[config.mk]
export PLATFORM = sky130hd
export DESIGN_NAME = fpu_req_arbiter
export DESIGN_NICKNAME = d
export VERILOG_FILES = /design/src/rtl/fpu_arb_pkg.sv /design/src/rtl/rr_arb2.sv /design/src/rtl/fpu_req_arbiter.sv
export SDC_FILE = /design/constraint.sdc
export NUM_CORES = 1
export LEC_CHECK = 0
export BUFFER_PORTS_ARGS = -buffer_cell sky130_fd_sc_hd__clkbuf_2
export CAP_MARGIN = 20
export CELL_PAD_IN_SITES_DETAIL_PLACEMENT = 1
export CELL_PAD_IN_SITES_GLOBAL_PLACEMENT = 1
export CORE_MARGIN = 5
export CORE_UTILIZATION = 37
export DETAILED_ROUTE_END_ITERATION = 10
export GPL_ROUTABILITY_DRIVEN = 0
export PLACE_DENSITY_LB_ADDON = 0.25
export SKIP_LAST_GASP = 1
export SYNTH_ARGS = -nofsm -noshare
export SYNTH_HDL_FRONTEND = slang
export SYNTH_SLANG_ARGS = --single-unit
[constraint.sdc]
create_clock -name clk -period 10.5 [get_ports clk]
set_input_delay 2.1 -clock clk [delete_from_list [all_inputs] [get_ports clk]]
set_output_delay 2.1 -clock clk [all_outputs]
set_load 0.01 [all_outputs]
[src/rtl/fpu_arb_pkg.sv]
// Shared encodings for the two-port FPU request arbiter: op codes, FSM states, default latencies.
package fpu_arb_pkg;

    typedef enum logic [2:0] {
        OP_ADD = 3'd0,
        OP_SUB = 3'd1,
        OP_MUL = 3'd2,
        OP_DIV = 3'd3,
        OP_CMP = 3'd4
    } fpu_op_e;

    typedef enum logic [1:0] {
        IDLE = 2'd0,
        BUSY = 2'd1,
        RESP = 2'd2
    } arb_state_e;

    localparam int DEF_LAT_ADDSUB = 2;
    localparam int DEF_LAT_MUL    = 3;
    localparam int DEF_LAT_DIV    = 6;
    localparam int DEF_LAT_CMP    = 1;

    // Wide enough for any realistic ALU latency.
    localparam int CNT_W = 8;

    typedef struct packed {
        logic [2:0]  op;
        logic [31:0] a;
        logic [31:0] b;
    } fpu_req_t;

    function automatic logic op_is_valid(input logic [2:0] op);
        return (op <= 3'd4);
    endfunction

endpackage

[src/rtl/rr_arb2.sv]
// Two-way round-robin grant; last-served pointer resets so requester 0 wins first contention.
// Latency: combinational grant, pointer updates on the accepting edge.
// Backpressure: grant is only a proposal; pointer moves only when advance is asserted.
module rr_arb2 (
    input  logic       clk,
    input  logic       rst,
    input  logic [1:0] req,
    input  logic       advance,
    output logic [1:0] grant
);

    logic last_q;

    always_comb begin
        grant = 2'b00;
        case (req)
            2'b01:   grant = 2'b01;
            2'b10:   grant = 2'b10;
            2'b11:   grant = last_q ? 2'b01 : 2'b10;
            default: grant = 2'b00;
        endcase
    end

    always_ff @(posedge clk or posedge rst) begin
        if (rst) begin
            last_q <= 1'b1;
        end else if (advance) begin
            last_q <= grant[1];
        end
    end

endmodule

[src/rtl/fpu_req_arbiter.sv]
// Arbitrates two requesters onto one external FPU ALU and returns tagged responses.
// Latency: response valid LAT+1 cycles after the accept cycle (1 cycle for illegal ops).
// Backpressure: one op in flight; requesters see ready only in IDLE, response held until rsp_ready.
module fpu_req_arbiter
    import fpu_arb_pkg::*;
#(
    parameter int unsigned LAT_ADDSUB = DEF_LAT_ADDSUB,
    parameter int unsigned LAT_MUL    = DEF_LAT_MUL,
    parameter int unsigned LAT_DIV    = DEF_LAT_DIV,
    parameter int unsigned LAT_CMP    = DEF_LAT_CMP
) (
    input  logic        clk,
    input  logic        rst,

    input  logic        req_valid_0,
    output logic        req_ready_0,
    input  logic [2:0]  req_op_0,
    input  logic [31:0] req_a_0,
    input  logic [31:0] req_b_0,

    input  logic        req_valid_1,
    output logic        req_ready_1,
    input  logic [2:0]  req_op_1,
    input  logic [31:0] req_a_1,
    input  logic [31:0] req_b_1,

    output logic [2:0]  alu_op,
    output logic [31:0] alu_a,
    output logic [31:0] alu_b,
    input  logic [31:0] alu_out,
    input  logic        alu_equal,
    input  logic        alu_greater,
    input  logic        alu_lesser,

    output logic        rsp_valid,
    input  logic        rsp_ready,
    output logic        rsp_id,
    output logic [31:0] rsp_data,
    output logic [2:0]  rsp_flags,
    output logic        rsp_err,

    output logic        busy
);

    arb_state_e       state_q, state_d;
    logic [CNT_W-1:0] cnt_q;
    logic [1:0]       grant;
    logic             acc;
    fpu_req_t         sel;

    function automatic logic [CNT_W-1:0] lat_of(input logic [2:0] op);
        case (op)
            OP_ADD, OP_SUB: return CNT_W'(LAT_ADDSUB);
            OP_MUL:         return CNT_W'(LAT_MUL);
            OP_DIV:         return CNT_W'(LAT_DIV);
            default:        return CNT_W'(LAT_CMP);
        endcase
    endfunction

    rr_arb2 u_rr (
        .clk     (clk),
        .rst     (rst),
        .req     ({req_valid_1, req_valid_0}),
        .advance (acc),
        .grant   (grant)
    );

    assign sel = grant[1] ? '{op: req_op_1, a: req_a_1, b: req_b_1}
                          : '{op: req_op_0, a: req_a_0, b: req_b_0};

    always_ff @(posedge clk or posedge rst) begin
        if (rst) begin
            state_q <= IDLE;
        end else begin
            state_q <= state_d;
        end
    end

    always_comb begin
        state_d     = state_q;
        req_ready_0 = 1'b0;
        req_ready_1 = 1'b0;
        rsp_valid   = 1'b0;
        busy        = 1'b0;
        acc         = 1'b0;
        case (state_q)
            IDLE: begin
                // Reset is asynchronous, so ready must drop with it rather than a cycle later.
                req_ready_0 = grant[0] & ~rst;
                req_ready_1 = grant[1] & ~rst;
                acc         = (req_valid_0 & req_ready_0) | (req_valid_1 & req_ready_1);
                if (acc) begin
                    state_d = op_is_valid(sel.op) ? BUSY : RESP;
                end
            end
            BUSY: begin
                busy = 1'b1;
                if (cnt_q == CNT_W'(1)) begin
                    state_d = RESP;
                end
            end
            RESP: begin
                busy      = 1'b1;
                rsp_valid = 1'b1;
                if (rsp_ready) begin
                    state_d = IDLE;
                end
            end
            default: state_d = IDLE;
        endcase
    end

    always_ff @(posedge clk or posedge rst) begin
        if (rst) begin
            cnt_q     <= '0;
            alu_op    <= '0;
            alu_a     <= '0;
            alu_b     <= '0;
            rsp_id    <= 1'b0;
            rsp_data  <= '0;
            rsp_flags <= '0;
            rsp_err   <= 1'b0;
        end else if (acc) begin
            rsp_id <= grant[1];
            if (op_is_valid(sel.op)) begin
                alu_op <= sel.op;
                alu_a  <= sel.a;
                alu_b  <= sel.b;
                cnt_q  <= lat_of(sel.op);
            end else begin
                // Illegal op never reaches the ALU; alu_* keep the previous operands.
                rsp_err   <= 1'b1;
                rsp_data  <= '0;
                rsp_flags <= '0;
            end
        end else if (state_q == BUSY) begin
            if (cnt_q == CNT_W'(1)) begin
                rsp_data  <= alu_out;
                rsp_flags <= {alu_equal, alu_greater, alu_lesser};
                rsp_err   <= 1'b0;
            end else begin
                cnt_q <= cnt_q - CNT_W'(1);
            end
        end
    end

endmodule

-- After elaboration in Yosys (flattened, before gate mapping)
Index checks and enable logic that the tools add are counted.
- output and inout bits: 108
- input port bits: 174
- flip-flop bits (word level): 115
- word-level logic and storage cells: 73
- eq/ne operators: 15
- multiplexer cells: 30
- bitwise operators: 6
- order comparisons: 1
- reduce and logical (&&, ||, !) cells: 10
- add/sub/neg operators: 1
- operator list (cell ; number):
    32-bit 2-to-1 mux ; 4
    67-bit 2-to-1 mux ; 1
    8-bit 2-to-1 mux ; 4
    3-bit 2-to-1 mux ; 4
    2-bit case mux with 3 select lines ; 2
    2-bit 2-to-1 mux ; 5
    2-bit != test (second input constant) ; 5
    1-bit 2-to-1 mux ; 9
    3-bit case mux with 3 select lines ; 1
    3-bit AND reduction ; 3
    8-bit by 1-bit equality test with 1-bit output (second input constant) ; 1
    8-bit by 1-bit subtractor with 8-bit output (second input constant) ; 1
    2-bit equality test (second input constant) ; 3
    3-bit by 2-bit equality test with 1-bit output (second input constant) ; 2
    1-bit bitwise AND ; 4
    2-bit by 1-bit equality test with 1-bit output (second input constant) ; 2
    2-bit nonzero test ; 2
    2-bit OR reduction ; 2
    3-bit by 1-bit equality test with 1-bit output (second input constant) ; 1
    3-bit less-or-equal comparator (second input constant) ; 1
    3-bit logical NOT ; 1
    2-bit logical NOT ; 1
    2-bit by 1-bit != test with 1-bit output (second input constant) ; 1
    2-bit AND reduction ; 1
    other kinds (2) ; 2

-- Longest topological paths before layout
- depth after elaboration: 8
- gate-level depth with buffers: 8
- mapped depth without buffers: 6

-- Hierarchy
A second synthesis with hierarchy kept.
- cell total of the unflattened synthesis: 538
- area total of the unflattened synthesis: 5532.8 µm²
- by module, submodules not included (module ; area an instance (µm²) ; instances ; sequential area each (µm²) ; cells an instance):
    fpu_req_arbiter ; 5465.2 ; 1 ; 2852.7 ; 532
    rr_arb2 ; 67.6 ; 1 ; 26.3 ; 6

-- Worst setup path before layout
Ideal clock, no wire load.
- kind: input-to-reg
- start point: input port rst
- end point: register state_q[0]
- path buffers: 0
- stages: 4
- data required time: 10.379 ns
- setup time: 0.121 ns
- slack: 4.822 ns
- arrival: 5.557 ns
- cell sequence: inv_1 > o21ai_0 > a221o_1 > a22o_1
- word-level cells in the longest chain between the ends: 6
- elaborated cells between the ends (all ways): 8
- those cells by class: eq/ne: 1; bitwise: 6; reduce/logical: 1
- ends and longest elaborated chain (what ; RTL line ; RTL):
    start, declared ; fpu_req_arbiter.sv:13 ; input logic rst,
    1-bit inverter * ; fpu_req_arbiter.sv:89, fpu_req_arbiter.sv:90 ;
    1-bit bitwise AND (on tied branches) ; fpu_req_arbiter.sv:89, fpu_req_arbiter.sv:90 ;
    1-bit bitwise AND ; fpu_req_arbiter.sv:91 ; acc = (req_valid_0 & req_ready_0) | (req_valid_1 & req_ready_1);
    1-bit OR * ; fpu_req_arbiter.sv:91 ;
    2-bit != test (no line) * ; - ;
    3-bit AND reduction (no line) * ; - ;
    end signal, assigned ; fpu_req_arbiter.sv:75 ; state_q <= state_d;
    end, declared ; fpu_req_arbiter.sv:45 ; arb_state_e state_q, state_d;
Mark *: on every way between the ends. The rest lies on a longest branch, timed or not.
A chain may end at the register's enable or synchronous reset.

-- Worst setup path after layout
- start point: input port rst
- end point: output port req_ready_0
- word-level cells in the longest chain between the ends: 3
- ends and longest elaborated chain (what ; RTL line ; RTL):
    1-bit inverter ; fpu_req_arbiter.sv:89 ; req_ready_0 = grant[0] & ~rst;
    1-bit bitwise AND ; fpu_req_arbiter.sv:89 ;
    1-bit 2-to-1 mux ; fpu_req_arbiter.sv:86 ; case (state_q)
    end, declared ; fpu_req_arbiter.sv:16 ; output logic req_ready_0,
No other way between the ends.

==> results.sh <==
export IMPL_drtIter0Drc=271
export IMPL_grt_pass1_wl_mm=29.5
export IMPL_grt_start_max_net_pins=73
export IMPL_core_sq_um=14600
export IMPL_worst_slew_pin_slew_ns=0.945
export IMPL_cpPeakStageDelay_ns=0.29
export IMPL_synth_main_ff_cell="dfrtp_1"
export IMPL_topRoutingLayerUsed="met4"
export IMPL_antenna_found_initial=0
export IMPL_grt_pass1_vias=5243
export IMPL_postRouteAntennaNets=0
export IMPL_fmax_ghz=0.191
export IMPL_synth_seq_area_share=0.516
export IMPL_min_from="cnt_q[5]$_DFFE_PP0P_"
export IMPL_max_cap_violations=0
export IMPL_slew_headroom=0.370
export IMPL_power_density_nw_per_um2=286
export IMPL_overflow=0
export IMPL_avgRoutedWirePerCell_um=20.4
export IMPL_cell_internal_pwr_uw=1450
export IMPL_path_cells="clkbuf_2 -> o21ba_2 -> and2_0 -> nand2_1 -> inv_1 -> clkbuf_2"
export IMPL_worstReg2RegEnd="alu_a[18]$_DFFE_PP0P_"
export IMPL_final_layout_size_suffix_gt1_frac=0.631
export IMPL_h_tree_depth=4
export IMPL_r2r_start="u_rr.last_q$_DFFE_PP1P_"
export IMPL_clkPwrFrac=0.262
export IMPL_final_nets=889
export IMPL_ctsResizeCount=0
export IMPL_ys_types=42
export IMPL_synth_edf_count=0
export IMPL_netlist_area_sq_um=5580
export IMPL_holdWs_ns=0.502
export IMPL_hp_class="reg -> reg"
export IMPL_yosysWarnings=0
export IMPL_finalSetupTns_ns=0
export IMPL_cts_tree="done"
export IMPL_pwr_share_seq=0.357
export IMPL_cts_buffers=17
export IMPL_grt_usage=0.210
export IMPL_routed_via_density=5.17
export IMPL_wl_mm=18.5
export IMPL_critPathKind="in -> out"
export IMPL_antennaDiodeCount=0
export IMPL_rsz0062_at_grt="no"
export IMPL_die_w_um=133
export IMPL_crit_required_ns=8.40
export IMPL_path_clk_slew_ns=0.05
export IMPL_cts_path_max_buffers=2
export IMPL_slowest_stage="and2_0"
export IMPL_hpwlAfterDp_mm=14.3
export IMPL_io_buffers=281
export IMPL_holdBufCountCts=0
export IMPL_syn_nets=616
export IMPL_dr_pass1_iters=5
export IMPL_p_leak_uw=0.00379
export IMPL_clk_latency_ns=0.40
export IMPL_reg2reg_setup_slack_ns=7.44
export IMPL_min_period_ns=5.23
export IMPL_p_sw_frac=0.349
export IMPL_async_flop_share=1.00
export IMPL_met1_length_mm=7.27
export IMPL_critPathCaptureType="output pin"
export IMPL_start_util=0.381
export IMPL_rr_worst_depth=6
export IMPL_fp_dieH_um=133
export IMPL_cts_root_buf="clkbuf_16"
export IMPL_hold_violations=0
export IMPL_via_count=4693
export IMPL_critical_path_most_common_cell="clkbuf_2"
export IMPL_timing_final_crit_share=0.498
export IMPL_whs_path_depth=1
export IMPL_ys_ff_latch=115
export IMPL_finalClockSkew_ns=0.00646
export IMPL_areaGrowthSynthToFinish_pct=39.0
export IMPL_crit_fanout=6
export IMPL_syn_avg_cell_area_sq_um=12.8
export IMPL_worst_ep_arrival_time_ns=3.13
export IMPL_timing_final_max_slew_violations=0
export IMPL_setup_viol=0
export IMPL_p_comb_frac=0.381
export IMPL_pin_count=282
export IMPL_cts_sinks=115
export IMPL_run_status="completed"
export IMPL_wl_met2_mm=9.70
export IMPL_start_kind="primary input"
export IMPL_cts_setup_buffers=0
export IMPL_rows=44
export IMPL_wl_met3_mm=1.30
export IMPL_dieArea_sq_um=17600
export IMPL_num_fill_cells=1639
export IMPL_power_switching_uw=773
export IMPL_vdd_drop_max_v=0.000120
export IMPL_netlist_instances=437
export IMPL_remaining_drc_errors=0
export IMPL_hold_end="cnt_q[5]$_DFFE_PP0P_"
## power groups by stage
stage	Combinational (uW)	Sequential, uW	Clock (uW)
6_report	845	792	581
5_1_grt	922	820	620
4_1_cts	863	794	595
3_5_place_dp	859	797	0
3_3_place_gp	817	784	0
2_1_floorplan	395	863	0
## layout make-up
| type | instances | area [sq um] | area share |
|---|---|---|---|
| flip-flops and latches | 115 | 2880 | 0.371 |
| clock buffers | 24 | 512 | 0.0660 |
| inverters | 10 | 40.0 | 0.00516 |
| multi-input cells | 280 | 2530 | 0.326 |
| well taps | 184 | 230 | 0.0297 |
| clock inverters | 8 | 97.6 | 0.0126 |
| repair buffers | 286 | 1460 | 0.189 |
## cell usage after synthesis, types with 3 or more instances
master | count | area [sq um]
o21a_1 | 3 | 22.5
a21oi_1 | 6 | 30.0
dfrtp_1 | 114 | 2850
o2bb2ai_1 | 37 | 324
a31oi_1 | 5 | 31.3
mux2i_1 | 7 | 70.1
o21ai_0 | 43 | 215
a21boi_0 | 4 | 30.0
inv_1 | 10 | 37.5
buf_2 | 9 | 45.0
mux2_2 | 128 | 1440
buf_4 | 3 | 22.5
ha_1 | 5 | 62.6
clkbuf_1 | 17 | 63.8
nor2_1 | 6 | 22.5
nor3_1 | 3 | 15.0
nand2_1 | 6 | 22.5
nand3_1 | 3 | 15.0
## worst max-delay path by stage
stage / startpoint / end / slack [ns] / cells after the start
floorplan: rst / state_q[0]$_DFFE_PP0P_ / 4.82 / 4
global placement: rst / req_ready_1 / 5.33 / 5
detailed placement: rst / req_ready_0 / 5.26 / 6
CTS: rst / req_ready_0 / 5.27 / 6
global route: rst / req_ready_0 / 5.19 / 6
finish: rst / req_ready_0 / 5.27 / 6
## stage by stage
stage | instances | setup slack, ns | instance area, sq um | util | total power (uW)
after floorplan | 437 | 4.82 | 5580 | - | 1260
after global placement | 874 | 5.33 | 7120 | 0.486 | 1600
after detailed placement | 875 | 5.26 | 7140 | 0.488 | 1660
after CTS | 907 | 5.27 | 7750 | 0.529 | 2250
after global routing | 907 | 5.19 | 7750 | 0.529 | 2360
final | 907 | 5.27 | 7750 | 0.529 | 2220
## cell usage in the layout, fill, tap and decap left out, types with 2 or more instances in the layout
master | synthesis | routed
inv_1 | 10 | 9
nor2b_1 | 2 | 2
bufinv_16 | 0 | 2
ha_1 | 5 | 5
clkinvlp_4 | 0 | 3
mux2_2 | 128 | 128
nor2_1 | 6 | 5
clkinv_2 | 0 | 3
a21oi_1 | 6 | 6
o2bb2ai_1 | 37 | 37
nand3b_1 | 2 | 2
nand2_1 | 6 | 6
a21boi_0 | 4 | 3
dfrtp_1 | 114 | 114
a31oi_1 | 5 | 5
clkbuf_2 | 0 | 281
a32oi_1 | 2 | 2
mux2i_1 | 7 | 7
buf_4 | 3 | 4
nand3_1 | 3 | 3
o21a_1 | 3 | 3
clkbuf_8 | 0 | 6
clkbuf_16 | 0 | 17
nor3_1 | 3 | 3
o21ai_0 | 43 | 43
## per-layer routing
metal  global-route usage  vias to the layer above
met5                    0                        -
met2                0.373                      185
li1                     -                     2170
met4               0.0658                        0
met1                0.242                     2320
met3               0.0649                       18
## critical path, delay by kind of cell
kind / cells / cell delay, ns
AND/OR/NAND/NOR: 2 / 0.44
buffers and inverters: 3 / 0.32
AO/OA/AOI/OAI: 1 / 0.27
## cell families after synthesis
| family | count (synthesis) | synth area share |
|---|---|---|
| and+or+nand+nor | 32 | 0.0352 |
| DFF | 115 | 0.516 |
| buffers and inverters | 42 | 0.0336 |
| muxes | 135 | 0.271 |
| AOI/OAI and AO/OA | 108 | 0.133 |
| adders and majority gates | 5 | 0.0112 |
## sequential cells by signal, summed over array words and instances (netlist names)
register	flops
rsp_data	32
alu_a	32
alu_b	32
rsp_flags	3
state_q	2
rsp_err	1
cnt_q	8
u_rr.last_q	1
alu_op	3
rsp_id	1
Note: power is estimated with default switching activity, not from simulation.
